[src/rtl/datapath_v1.sv]
// datapath_v1: accumulator datapath (PC/IR/ACC/z/c/16x8 regfile, ALU, conditional jumps); optional dbg_acc/dbg_pc outputs under DATAPATH_DEBUG_EN
module datapath_v1 (
  input  logic       clk,
  input  logic       CLB,
  input  logic       LoadIR,
  input  logic       IncPC,
  input  logic       SelPC,
  input  logic       LoadPC,
  input  logic       LoadReg,
  input  logic       LoadAcc,
  input  logic [1:0] SelAcc,
  input  logic [3:0] SelALU,
  output logic [7:0] imem_addr,
  input  logic [7:0] imem_data,
  output logic [3:0] op,
  output logic       z,
  output logic       c
`ifdef DATAPATH_DEBUG_EN
  ,
  output logic [7:0] dbg_acc,
  output logic [7:0] dbg_pc
`endif
);
  localparam logic [3:0] ADD = 4'b0001, SUB = 4'b0010, NOR = 4'b0011, SHL = 4'b1011, SHR = 4'b1100;
  localparam logic [3:0] JZRS = 4'b0110, JZIM = 4'b0111, JCRS = 4'b1000, JCIM = 4'b1010;
  logic [7:0] pc, ir, acc, b, r, acc_nxt, target;
  logic [7:0] rf [16];
  logic       cy, taken;
  assign imem_addr = pc;
  assign op        = ir[7:4];
`ifdef DATAPATH_DEBUG_EN
  assign dbg_acc = acc;
  assign dbg_pc  = pc;
`endif
  always_comb begin
    b = rf[ir[3:0]];
    {cy, r} = {1'b0, acc};
    case (SelALU)
      ADD:     {cy, r} = {1'b0, acc} + {1'b0, b};
      SUB:     {cy, r} = {1'b0, acc} - {1'b0, b};
      NOR:     {cy, r} = {1'b0, ~(acc | b)};
      SHL:     {cy, r} = {acc, 1'b0};
      SHR:     {r, cy} = {1'b0, acc};
      default: {cy, r} = {1'b0, acc};
    endcase
    acc_nxt = SelAcc[1] ? (SelAcc[0] ? {4'b0, ir[3:0]} : b) : r;
    target  = SelPC ? b : {4'b0, ir[3:0]};
    taken   = LoadPC && ((z && (op == JZRS || op == JZIM)) || (c && (op == JCRS || op == JCIM)));
  end
  always_ff @(posedge clk) begin
    if (CLB) begin
      pc  <= '0;
      ir  <= '0;
      acc <= '0;
      z   <= 1'b0;
      c   <= 1'b0;
      for (int i = 0; i < 16; i++) rf[i] <= '0;
    end else begin
      if (LoadIR) ir <= imem_data;
      if (taken) pc <= target;
      else if (IncPC) pc <= pc + 8'd1;
      if (LoadAcc && SelAcc != 2'b01) acc <= acc_nxt;
      if (LoadAcc && SelAcc == 2'b00) begin
        z <= (r == 8'd0);
        c <= cy;
      end
      if (LoadReg) rf[ir[3:0]] <= acc;
    end
  end
endmodule

[config.mk]
export PLATFORM = sky130hd
export DESIGN_NAME = datapath_v1
export DESIGN_NICKNAME = d
export VERILOG_FILES = /design/src/rtl/datapath_v1.sv
export SDC_FILE = /design/constraint.sdc
export NUM_CORES = 1
export LEC_CHECK = 0
export CAP_MARGIN = 0
export CORE_UTILIZATION = 35
export CTS_BUF_LIST = sky130_fd_sc_hd__clkbuf_4 sky130_fd_sc_hd__clkbuf_8
export CTS_CLUSTER_DIAMETER = 40
export DETAILED_ROUTE_END_ITERATION = 8
export GPL_ROUTABILITY_DRIVEN = 0
export PLACE_DENSITY = 0.64
export SLEW_MARGIN = 20
export SYNTH_ARGS = -nofsm -noshare
export SYNTH_HDL_FRONTEND = slang
export SYNTH_SLANG_ARGS = --single-unit
[constraint.sdc]
create_clock -name clk -period 4.2 [get_ports clk]
set_input_delay 0.84 -clock clk [delete_from_list [all_inputs] [get_ports clk]]
set_output_delay 0.84 -clock clk [all_outputs]
set_load 0.05 [all_outputs]
==> results <==
- Synthesis instantiated 72 different standard cells from the library.
- Yosys printed 0 warnings.
- The post-synth net total is 768.
- The final layout contains routed wiring with a total length of 22,310 um.
- The worst path meets setup with 0.2663 ns of slack.
- In this run the power density over the cells is 367.3 nW/um2.
- The total global routing overflow is 0.
- The top flip-flop cell by instance count after synthesis is sky130_fd_sc_hd__edfxtp_1.
- The quantity of gates resized following cts is 0.
- The number of failing setup endpoints in the final timing report is 0.
- The clock-pin slew reported for the worst setup and hold paths after clock tree synthesis is 0.10 ns.
- The average wire per standard cell is 20.71 um.
- The async set-reset flop share out of synthesis is 0%.
- The count of antenna diodes in the layout is 0.
- The total routing resource utilization after global routing is 18.00%.
- The reported max-cap violation count is 0.
- The type of element launching the critical path is a flip-flop.
- The library cells used most frequently in the layout, excluding fill and tap cells, are sky130_fd_sc_hd__edfxtp_1, sky130_fd_sc_hd__nor3_1, sky130_fd_sc_hd__buf_4.
- Counting every instance in the synthesized netlist gives 719.
- Clock tree synthesis inserted a total of 17 buffers.
- The summed negative setup slack over all endpoints is 0 ns.
- The final critical-path required period is 3.934 ns.
- The worst-case IR drop observed on VDD is 198.2 uV.
- Data on the critical path is required at its endpoint by 4.57 ns.
- Setup repair after global routing left no endpoint under its margin.
- The buffers inserted during post-CTS setup optimization is 0.
- The number of routed nets with antenna violations is 0.
- In this run, the number of DRC markers left after iteration 0 of detailed routing was 561.
- The number of hold buffers added after CTS was 0.
- TritonCTS built the clock tree.
- Sorting the synthesized cells by area gives the leading types as sky130_fd_sc_hd__edfxtp_1, sky130_fd_sc_hd__mux4_2, sky130_fd_sc_hd__dfxtp_1, sky130_fd_sc_hd__nor3_1, sky130_fd_sc_hd__ha_1.
- The setup path with the least slack is of type reg -> reg.
- The flow ran to the end, and the final reports show no timing, DRC or antenna violations.
- In this run the clock root is driven by a sky130_fd_sc_hd__clkbuf_8.
- The maximum fanout along the worst path is 16.
- The clock net sink count is 158.
- The most common cell after layout, fill and taps aside is sky130_fd_sc_hd__edfxtp_1.
- Clock skew on the completed layout was measured at 0.01924 ns.
- The share of the yosys chip area belonging to registers is 51.63%.
- The first TritonRoute pass finished after 5 iterations.
- The tightest min-delay check is of the reg -> reg type.
- In this run the biggest area consumer among cell types represents 44.65% of the synthesized area.
- The layout net count is 789.
- The synthesized design contains 128 enable-type register cells.
- STA puts the critical path data arrival time at 4.30 ns.
- The horizontal die dimension is 158.8 um.
- The number of buffer cells added on primary ports is 35.
- Pin placement for this block handled 36 I/O pins.
- The HPWL after detailed placement is 14,750 um.
- The post-route netlist has 18.33% of its cells at a drive strength greater than 1.
- The detailed-route via count is 6,097.
- From bottom edge to top edge, the die measures 158.8 um.
- The synthesized netlist occupies a cell area of 8608 um2.
- The hold violation count in the final report is 0.
- The overall die area is 25,230 um2.
- Once the floorplan was initialized, standard cells occupied 35.50% of the core.
- In the routed design, unresolved DRC markers number 0.
- The clock tree buffer depth is 2.
- The synthesis-to-layout area growth is 13.02%.
- The row count is 57.
- The post-placement setup slack is 0.2298 ns.
- For this design the static power due to leakage is 3.257 nW.
- The clock reaches the later pin of the worst-skew pair after 0.47 ns.
- The via count of the first global-routing pass is 5,801.
- The max-slew violation count came to 0.
- The largest total area in the synthesized netlist belongs to sky130_fd_sc_hd__edfxtp_1.
- In the finished design, the share of the clock period the worst path needs comes to 93.66%.
- The number of antenna violations at the first check in global routing came to 0.
- The worst-margin pin slew is 0.8345 ns.
- The maximum clock frequency is 254.2 MHz.
- The flip-flop and latch count after synthesis is 158.
- The post-detailed-route via-to-cell ratio is 5.661.
- Dividing the synthesized area by the synthesized cell count gives 11.97 um2.
- The core area is 24,250 um2.
- The worst slew margin relative to its limit is 44.23%.
- The H-tree was split into 4 levels.
- The first global-routing pass estimated 34,680 um of wire.
- The nature of the critical path endpoint is a flip-flop.
- The maximum number of pins on one net before global-route repair is 37.
-- routing by layer --
| metal | vias up | GRT usage [%] | share of wire (%) |
|---|---|---|---|
| met5 | - | 0 | 0 |
| met3 | 25 | 3.318 | 5.0 |
| met4 | 0 | 5.781 | 1.7 |
| li1 | 2814 | - | - |
| met2 | 229 | 28.29 | 48 |
| met1 | 3029 | 25.04 | 45 |
-- Yosys cell counts, types with 12 or more instances --
master / number
sky130_fd_sc_hd__edfxtp_1: 128
sky130_fd_sc_hd__clkbuf_1: 55
sky130_fd_sc_hd__a21oi_1: 22
sky130_fd_sc_hd__nor2_1: 41
sky130_fd_sc_hd__o21ai_0: 24
sky130_fd_sc_hd__mux4_2: 39
sky130_fd_sc_hd__ha_1: 25
sky130_fd_sc_hd__a211oi_1: 12
sky130_fd_sc_hd__dfxtp_1: 30
sky130_fd_sc_hd__nor3_1: 102
sky130_fd_sc_hd__inv_1: 20
sky130_fd_sc_hd__nor4_1: 33
sky130_fd_sc_hd__mux2i_1: 23
sky130_fd_sc_hd__nand2_1: 17
-- worst max-delay path, stage by stage, from the launching register on --
cell and delay, ns:
sky130_fd_sc_hd__dfxtp_2 0.38, sky130_fd_sc_hd__buf_12 0.19, sky130_fd_sc_hd__mux4_2 0.53, sky130_fd_sc_hd__mux4_2 0.53, sky130_fd_sc_hd__inv_1 0.19, sky130_fd_sc_hd__ha_1 0.27
sky130_fd_sc_hd__o21bai_1 0.19, sky130_fd_sc_hd__nor4b_2 0.36, sky130_fd_sc_hd__nor3_1 0.12, sky130_fd_sc_hd__o21a_1 0.20, sky130_fd_sc_hd__a2111oi_1 0.46, sky130_fd_sc_hd__a21oi_1 0.13
sky130_fd_sc_hd__o31a_1 0.29
-- state kept, by name, summed over array words and instances, names as in the netlist, named ones only --
| signal | flops |
|---|---|
| acc | 8 |
| c | 1 |
| imem_addr | 8 |
| ir | 8 |
| rf | 128 |
| z | 1 |
-- cell families (layout without fill, tap and decap cells) --
kind of cell | Yosys count | in the layout | share of synthesized area (%)
mux | 68 | 68 | 13.66
buf+inv | 108 | 142 | 6.003
flops | 158 | 158 | 51.63
compound gates | 115 | 115 | 9.419
xor+xnor | 6 | 6 | 0.6105
fa+ha+maj | 27 | 27 | 4.099
simple gates | 237 | 237 | 14.58
-- cell type report --
cell class / instances / area [um2]
Fill cell: 2286 / 14520
Sequential cell: 158 / 4446
Multi-Input combinational cell: 453 / 3647
Timing Repair Buffer: 81 / 733.2
Tap cell: 324 / 405.4
Clock buffer: 18 / 241.5
Clock inverter: 14 / 147.6
Inverter: 29 / 108.9
-- final timing paths --
path / start / endpoint / slack (ns) / cells after the start
worst min-delay path: imem_addr[6] / imem_addr[6] / 0.54 / 2
worst min register to register: imem_addr[6] / imem_addr[6] / 0.54 / 2
worst max-delay path: flip-flop / acc[7] / 0.27 / 12
worst max register to register: flip-flop / acc[7] / 0.27 / 12
-- report_power, final --
part	total (mW)	switching, mW	internal [mW]
registers	1.80	0.0471	1.75
clock network	1.15	0.648	0.499
logic	0.630	0.377	0.253
total	3.57	1.07	2.50
-- stage by stage --
| stage | cells | power, mW | utilization (%) | hold slack (ns) | instance area [um2] |
|---|---|---|---|---|---|
| 6_report | 1077 | 3.574 | 40.12 | 0.5411 | 9729 |
| 5_1_grt | 1077 | 3.703 | 40.12 | 0.5829 | 9729 |
| 4_1_cts | 1077 | 3.585 | 40.12 | 0.5446 | 9729 |
| 3_5_place_dp | 1045 | 2.455 | 38.52 | 0.5304 | 9340 |
| 3_3_place_gp | 1045 | 2.452 | 38.52 | 0.5169 | 9340 |
| 2_1_floorplan | 719 | 2.254 | - | 0.4853 | 8608 |
(Power assumes the default switching activity.)
